**src/rtl/align_ctrl_8_32_pkg.sv**
```systemverilog
// align_ctrl_8_32_pkg: shared encodings and widths for the 8-to-32 alignment controller.
package align_ctrl_8_32_pkg;
    localparam int BYTE_W = 8;
    localparam int WORD_W = 32;
    localparam int LANES = WORD_W / BYTE_W;
    localparam int IDX_W = $clog2(LANES);
    localparam int CNT_W = 4;
    localparam logic [BYTE_W-1:0] COM_DEFAULT = 8'hBC;
    localparam logic [IDX_W-1:0] LAST_LANE = IDX_W'(LANES - 1);

    typedef enum logic [1:0] {
        SEARCH = 2'd0,
        CHECK  = 2'd1,
        LOCKED = 2'd2
    } state_t;

    typedef enum logic [1:0] {
        IDX_HOLD = 2'd0,
        IDX_INC  = 2'd1,
        IDX_CLR  = 2'd2,
        IDX_ONE  = 2'd3
    } idx_op_t;
endpackage

```
**src/rtl/align_lane_counter.sv**
```systemverilog
// align_lane_counter: byte position within the current word, wrapping at the last lane.
module align_lane_counter
    import align_ctrl_8_32_pkg::*;
(
    input  logic             clk_4f,
    input  logic             reset,
    input  idx_op_t          op,
    output logic [IDX_W-1:0] idx
);
    always_ff @(posedge clk_4f or posedge reset) begin
        if (reset) idx <= '0;
        else idx <= (op == IDX_INC) ? idx + IDX_W'(1) :
                    (op == IDX_CLR) ? '0 :
                    (op == IDX_ONE) ? IDX_W'(1) : idx;
    end
endmodule

```
**src/rtl/align_ctrl_8_32.sv**
```systemverilog
// align_ctrl_8_32: COM-based word alignment and lane steering in front of the 8-to-32 demux.
module align_ctrl_8_32
    import align_ctrl_8_32_pkg::*;
#(
    parameter logic [BYTE_W-1:0] COM = COM_DEFAULT,
    parameter int LOCK_COUNT = 4,
    parameter int LOSS_COUNT = 2
) (
    input  logic              clk_4f,
    input  logic              reset,
    input  logic              valid,
    input  logic [BYTE_W-1:0] data_in,
    output logic [BYTE_W-1:0] byte_out,
    output logic [IDX_W-1:0]  sel,
    output logic              lane_we,
    output logic              word_last,
    output logic              word_drop,
    output logic              lock,
    output logic [1:0]        state
);
    localparam logic [CNT_W-1:0] LOCK_N = CNT_W'(LOCK_COUNT);
    localparam logic [CNT_W-1:0] LOSS_N = CNT_W'(LOSS_COUNT);

    state_t            cs, ns;
    idx_op_t           idx_op;
    logic [IDX_W-1:0]  idx;
    logic [CNT_W-1:0]  com_cnt, com_n, err_cnt, err_n;
    logic [BYTE_W-1:0] byte_n;
    logic [IDX_W-1:0]  sel_n;
    logic              we_n, last_n, drop_n, is_com;

    align_lane_counter u_idx (
        .clk_4f (clk_4f),
        .reset  (reset),
        .op     (idx_op),
        .idx    (idx)
    );

    assign is_com = (data_in == COM);
    assign lock   = (cs == LOCKED);
    assign state  = cs;

    always_comb begin
        ns     = cs;
        idx_op = IDX_HOLD;
        com_n  = com_cnt;
        err_n  = err_cnt;
        byte_n = byte_out;
        sel_n  = sel;
        we_n   = 1'b0;
        last_n = 1'b0;
        drop_n = 1'b0;
        if (valid) begin
            case (cs)
                SEARCH: if (is_com) begin
                    ns     = CHECK;
                    idx_op = IDX_ONE;
                    com_n  = CNT_W'(1);
                end
                CHECK: begin
                    if (is_com) begin
                        // COM off a word boundary restarts the training run from this symbol
                        idx_op = IDX_ONE;
                        com_n  = (idx != '0) ? CNT_W'(1) :
                                 (com_cnt == LOCK_N) ? com_cnt : com_cnt + CNT_W'(1);
                    end else if (idx == '0) begin
                        ns     = SEARCH;
                        com_n  = '0;
                    end else if (idx == LAST_LANE && com_cnt == LOCK_N) begin
                        ns     = LOCKED;
                        idx_op = IDX_CLR;
                        com_n  = '0;
                        err_n  = '0;
                    end else begin
                        idx_op = IDX_INC;
                    end
                end
                LOCKED: begin
                    if (!is_com) begin
                        we_n   = 1'b1;
                        sel_n  = idx;
                        byte_n = data_in;
                        last_n = (idx == LAST_LANE);
                        idx_op = IDX_INC;
                    end else if (idx == '0) begin
                        err_n  = '0;
                    end else begin
                        drop_n = 1'b1;
                        idx_op = IDX_CLR;
                        ns     = (err_cnt + CNT_W'(1) >= LOSS_N) ? SEARCH : LOCKED;
                        err_n  = (err_cnt + CNT_W'(1) >= LOSS_N) ? '0 : err_cnt + CNT_W'(1);
                    end
                end
                default: ns = SEARCH;
            endcase
        end
    end

    always_ff @(posedge clk_4f or posedge reset) begin
        if (reset) begin
            cs        <= SEARCH;
            com_cnt   <= '0;
            err_cnt   <= '0;
            byte_out  <= '0;
            sel       <= '0;
            lane_we   <= 1'b0;
            word_last <= 1'b0;
            word_drop <= 1'b0;
        end else begin
            cs        <= ns;
            com_cnt   <= com_n;
            err_cnt   <= err_n;
            byte_out  <= byte_n;
            sel       <= sel_n;
            lane_we   <= we_n;
            word_last <= last_n;
            word_drop <= drop_n;
        end
    end
endmodule

```
**config.mk**
```make
export PLATFORM = sky130hd
export DESIGN_NAME = align_ctrl_8_32
export DESIGN_NICKNAME = d
export VERILOG_FILES = /design/src/rtl/align_ctrl_8_32_pkg.sv /design/src/rtl/align_lane_counter.sv /design/src/rtl/align_ctrl_8_32.sv
export SDC_FILE = /design/constraint.sdc
export NUM_CORES = 1
export LEC_CHECK = 0
export BUFFER_PORTS_ARGS = -buffer_cell sky130_fd_sc_hd__buf_2
export CAP_MARGIN = 20
export CORE_MARGIN = 5
export CORE_UTILIZATION = 49
export DETAILED_ROUTE_END_ITERATION = 8
export PLACE_DENSITY = 0.75
export SLEW_MARGIN = 25
export SYNTH_ARGS = -nofsm -noshare
export SYNTH_HDL_FRONTEND = slang
export SYNTH_SLANG_ARGS = --single-unit
```
**constraint.sdc**
```tcl
create_clock -name clk_4f -period 1.5 [get_ports clk_4f]
set_input_delay 0.225 -clock clk_4f [delete_from_list [all_inputs] [get_ports clk_4f]]
set_output_delay 0.225 -clock clk_4f [all_outputs]
set_load 0.01 [all_outputs]
```
; Word level (Yosys, flattened, before mapping)
; Index checks and enable logic that the tools add are counted.
[op_classes]
n_reduce_logical = 11
mux = 42
magnitude_cmp = 1
n_eq_ne = 17
add_sub_neg = 3
bitwise_logic = 1
[op_table]
columns = op, n
row1 = 4-bit two-way mux, 11
row2 = 2-bit two-way mux, 17
row3 = 4-bit case mux with 2 select lines, 2
row4 = 2-bit case mux with 3 select lines, 2
row5 = 6-bit AND reduction, 2
row6 = 1-bit two-way mux, 10
row7 = 2-bit != test (second input constant), 5
row8 = 4-bit by 1-bit adder with 4-bit output (second input constant), 2
row9 = 2-bit equality test (second input constant), 4
row10 = 8-bit equality test (second input constant), 1
row11 = 4-bit != test (second input constant), 2
row12 = 2-bit nonzero test, 3
row13 = 5-bit AND reduction, 1
row14 = 2-bit by 1-bit equality test with 1-bit output (second input constant), 2
row15 = 4-bit by 3-bit equality test with 1-bit output (second input constant), 1
row16 = 4-bit by 2-bit greater-or-equal comparator with 1-bit output (second input constant), 1
row17 = 2-bit zero test, 2
row18 = 3-bit != test (second input constant), 1
row19 = 3-bit AND reduction, 1
row20 = 3-bit nonzero test, 1
row21 = 2-bit by 1-bit adder with 2-bit output (second input constant), 1
row22 = 2-bit by 1-bit != test with 1-bit output (second input constant), 1
row23 = 1-bit logical AND, 1
row24 = 1-bit inverter, 1
[word_totals]
in_bits = 11
elab_cells = 84
output_inout_bits = 16
regBits = 25

; Longest topological paths before layout
[depth]
word_depth = 11
mapped_depth = 7
depth_no_buf = 7

; Cells and area by module
; From an unflattened synthesis, not the netlist that was laid out.
[unflattened]
hier_cells = 112
hier_area_um2 = 1281.2
[by_module_without_submodules]
columns = mod, cells_each, area_per_inst_um2, seq_area_each_um2, n_inst
row1 = align_ctrl_8_32, 104, 1186.1, 575.6, 1
row2 = align_lane_counter, 8, 95.1, 50.0, 1

; Worst setup path after synthesis
; No wires, ideal clock.
[synth_timing]
kind = flip-flop to flip-flop
from = reg cs[1] (netlist: state[1])
to = reg err_cnt[0]
setup_slack_ns = -0.110
synth_period_minus_slack_ns = 1.610
stages_incl_launch_ff = 6
setup_ns = 0.125
t_arrival_ns = 1.485
path_buffers = 1
required_time_ns = 1.375
path_cell_list = dfrtp_1 nor2b_1 clkbuf_2 and3_2 o21ai_2 mux2_4
[synth_between]
elab_chain_cells = 3
word_cells_on_any_way = 9
classes_between = 6 x eq/ne / 1 x mux / 2 x reduce/logical
[synth_lines]
columns = item, line_no
row1 = from (decl), align_ctrl_8_32.sv:24  ; state_t cs, ns;
row2 = from (signal assigned), align_ctrl_8_32.sv:110  ; cs <= ns;
row3 = 2-bit equality test *, n/a
row4 = net lock, align_ctrl_8_32.sv:18  ; output logic lock,
row5 = 2-bit by 1-bit != test with 1-bit output (no source line) or 2-bit nonzero test (tied branches), n/a
row6 = 6-bit AND reduction (no source line), n/a
row7 = to (signal assigned), align_ctrl_8_32.sv:112  ; err_cnt <= err_n;
row8 = to (decl), align_ctrl_8_32.sv:27  ; logic [CNT_W-1:0] com_cnt, com_n, err_cnt, err_n;
; Mark *: on every way through the listed nets, which the timed path passes. The rest lies on a longest branch.
; A chain may end at the register's enable or synchronous reset.

; Final worst setup path
[layout_timing]
from = reg com_cnt[0]
to = reg err_cnt[0]
[layout_between]
elab_chain_cells = 4
[layout_lines]
columns = item, line_no
row1 = from (decl), align_ctrl_8_32.sv:27
row2 = from (signal assigned), align_ctrl_8_32.sv:111  ; com_cnt <= com_n;
row3 = 4-bit by 3-bit equality test with 1-bit output, align_ctrl_8_32.sv:69  ; end else if (idx == LAST_LANE && com_cnt == LOCK_N) begin
row4 = 1-bit logical AND, align_ctrl_8_32.sv:69
row5 = 2-bit != test (no source line), n/a
row6 = 6-bit AND reduction (no source line), n/a
; Every way passes these cells.

==> results.txt <==
Max Transition Viols Final = 0
Slew headroom = 78.3%
Worst path max stage delay = 0.42 ns
P_sw = 1100 uW
Final Critical Period = 1.57 ns
Fmax = 636 MHz
Clk_lat worst skew = 0.32 ns
Most frequent cells in the layout = buf_4, buf_2, dfrtp_1, nand2_1, mux2_2
Vias in the first global route = 1247
CP top delay family = simple AND/OR/NAND/NOR gates
Antenna diodes = 0
Worst Skew = 0.000923 ns
Synthesis warning total = 0
Worst Reg-to-Reg Cells = 7
Final Setup Violations = 8
DP HPWL = 2.38 mm
EDFF count, synth = 0
Layout Utilization = 68.5%
Die Ht = 63.2 um
Clock Path Buffers = 2
Run status = complete, but fails checks
Power per cell area = 1580 nW/um^2
Initial antenna violation count = 0
Clk sinks = 25
CP startpoint kind = flop
CP Capture Type = flop
Worst hold stages = 2
CP Cell Sequence = inv_2 > ha_4 > and3b_1 > nand2_2 > nor3_2 > o21ai_2 > mux2_4
Worst R2R End = err_cnt[0]
Max_cap viols = 0
CP max-delay cell = dfrtp_1
First-pass GRT wire length = 5.26 mm
Critical Path RT = 1.72 ns
Worst-margin pin slew = 0.325 ns
Post-synthesis instance total = 134
Hold EP = byte_out[3]
Root Driver = clkbuf_4
Most common cell after layout, fill and taps aside = buf_4
Mapped Avg Cell Area = 10.3 um^2
Sequential fraction of design power = 34.1%
Final Hold Viols = 0
Die Span X = 63.2 um
Maximum VDD drop = 0.00147 V
Via total after detailed routing = 1205
Pre-antenna DRT Iters = 4
# nets final = 210
P&R area growth vs syn = 35.1%
Post-synthesis sequential area ratio = 45.2%
Failing checks = negative setup slack
Starting Density = 50.7%
R2R Path Start = com_cnt[0]
Synth Flop Type = dfrtp_1
P_leak = 0.000905 uW
CTS Buf Count = 3
CTS tree = built
Combinational group share of total power = 55.4%
Final ANT Viol Nets = 0
P_int = 1850 uW
Setup ws final = -0.0725 ns
I/O pin count = 27
Port Buf Inserts = 26
Die area = 3990 um^2
Reg clk slew, reported paths = 0.14 ns
Async set-reset flop share out of synthesis = 100%
Area of the mapped netlist = 1390 um^2
Layout cells sized above 1 = 52.1%
Net count after synthesis = 151
Fin crit share = 105%
Worst Path Arrival = 1.79 ns
Number of buffers and inverters on the critical path = 1
Total gr overflow = 0
Gr usage total = 16.1%
DR WL/cell = 14.4 um
Std cell rows = 19
Crit path max fanout = 4
Number of distinct library cells after synthesis = 41
Hold_ws = 0.144 ns
Sw Ratio = 37.3%
DRT iter0 DRCs = 54
FILL cells = 209
Worst R2R Setup Slack = -0.07 ns
Setup Crit Path Kind = reg2reg
Pin count of the biggest net entering global routing = 26
CORE AREA = 2730 um^2
Unrepaired setup endpoints after global routing = true
Vias per inst = 5.40
Final Power = 2960 uW
Total Wirelength = 3.21 mm
Worst Hold Launch = data_in[3]
Post-synthesis register bit count = 25
DRC = 0
CTS H-tree depth = 1
RePlAce Congestion = 0.942
Clk pwr share = 10.5%
Tightest Hold Check Type = in2reg
==> flip-flops by register name, indices dropped and copies added (netlist names) <==
signal,cells
sel,2
err_cnt,4
byte_out,8
u_idx.idx,2
lane_we,1
word_last,1
state,2
com_cnt,4
word_drop,1
==> worst reg2reg max path: cells and delay by family (launching register included) <==
family / cells / cell delay [ns]
DFF: 1 / 0.42
muxes: 1 / 0.30
AOI/OAI and AO/OA: 1 / 0.09
buffers and inverters: 1 / 0.07
and+or+nand+nor: 3 / 0.44
adders and majority gates: 1 / 0.14
==> cell type report <==
| class | instances | area (um^2) | area share [%] |
|---|---|---|---|
| inverters | 9 | 33.8 | 1.80 |
| flip-flops and latches | 25 | 627 | 33.5 |
| repair buffers | 59 | 384 | 20.5 |
| clock inverters | 1 | 7.51 | 0.401 |
| well taps | 31 | 38.8 | 2.07 |
| multi-input cells | 95 | 758 | 40.5 |
| clock buffers | 3 | 22.5 | 1.20 |
==> per-stage QoR <==
step	instance area (um^2)	instances	setup TNS, ns	setup WS [ns]
2_1_floorplan	1390	134	-0.0964	-0.0722
3_3_place_gp	1710	212	-0.487	-0.0811
3_5_place_dp	1710	212	-1.05	-0.142
4_1_cts	1810	221	-0.634	-0.108
5_1_grt	1870	223	-1.12	-0.159
6_report	1870	223	-0.242	-0.0725
==> synthesized netlist by cell type, types with 2 or more instances <==
| cell | n | share of area [%] |
|---|---|---|
| ha_1 | 6 | 5.4 |
| dfrtp_1 | 25 | 45 |
| buf_4 | 2 | 1.1 |
| inv_1 | 9 | 2.4 |
| o22ai_1 | 2 | 0.90 |
| and3_1 | 2 | 0.90 |
| xnor2_1 | 2 | 1.3 |
| and2_1 | 3 | 1.4 |
| o21ai_0 | 8 | 2.9 |
| or2b_1 | 3 | 1.6 |
| nand2_1 | 15 | 4.1 |
| nor3_1 | 3 | 1.1 |
| o2bb2ai_1 | 2 | 1.3 |
| nor2_1 | 6 | 1.6 |
| mux2_2 | 8 | 6.5 |
| nand3_1 | 5 | 1.8 |
| a21oi_1 | 9 | 3.3 |
==> worst max path at each step <==
stage	from	end	cells past startpoint
finish	com_cnt[0]	err_cnt[0]	7
detailed placement	u_idx.idx[0]	err_cnt[0]	6
floorplan	state[1]	err_cnt[0]	5
CTS	state[1]	err_cnt[0]	5
global placement	u_idx.idx[0]	err_cnt[0]	6
global route	com_cnt[0]	err_cnt[0]	7
==> cell families after synthesis <==
group / after synthesis / share of synthesized area, %
and+or+nand+nor: 50 / 22.1
AOI/OAI and AO/OA: 28 / 13.2
DFF: 25 / 45.2
buffers and inverters: 14 / 5.24
muxes: 9 / 7.59
adders and majority gates: 6 / 5.42
xor gates and xnor gates: 2 / 1.26
==> power groups by stage <==
stage,Clock (uW),Sequential [uW],Combinational [uW]
floorplan,0,1120,680
global placement,0,998,1350
detailed placement,0,1020,1390
CTS,318,1000,1510
global route,346,1030,1810
finish,310,1010,1640
==> per-layer routing <==
metal,vias up,share of wire (%),GRT usage (%)
met1,590,42,18.5
met5,-,0,0
met4,0,1.6,7.16
met2,23,53,29.4
li1,586,-,-
met3,6,3.3,2.13
==> what timing repair did <==
action | CTS | global route
hold buffers | 1 | 0
endpoints found under the setup margin | 11 | 13
pin swaps | 3 | 6
resized for setup | 8 | 15
hold endpoints to repair | 25 | 0
setup buffers | 4 | 2
(Power assumes the default switching activity.)
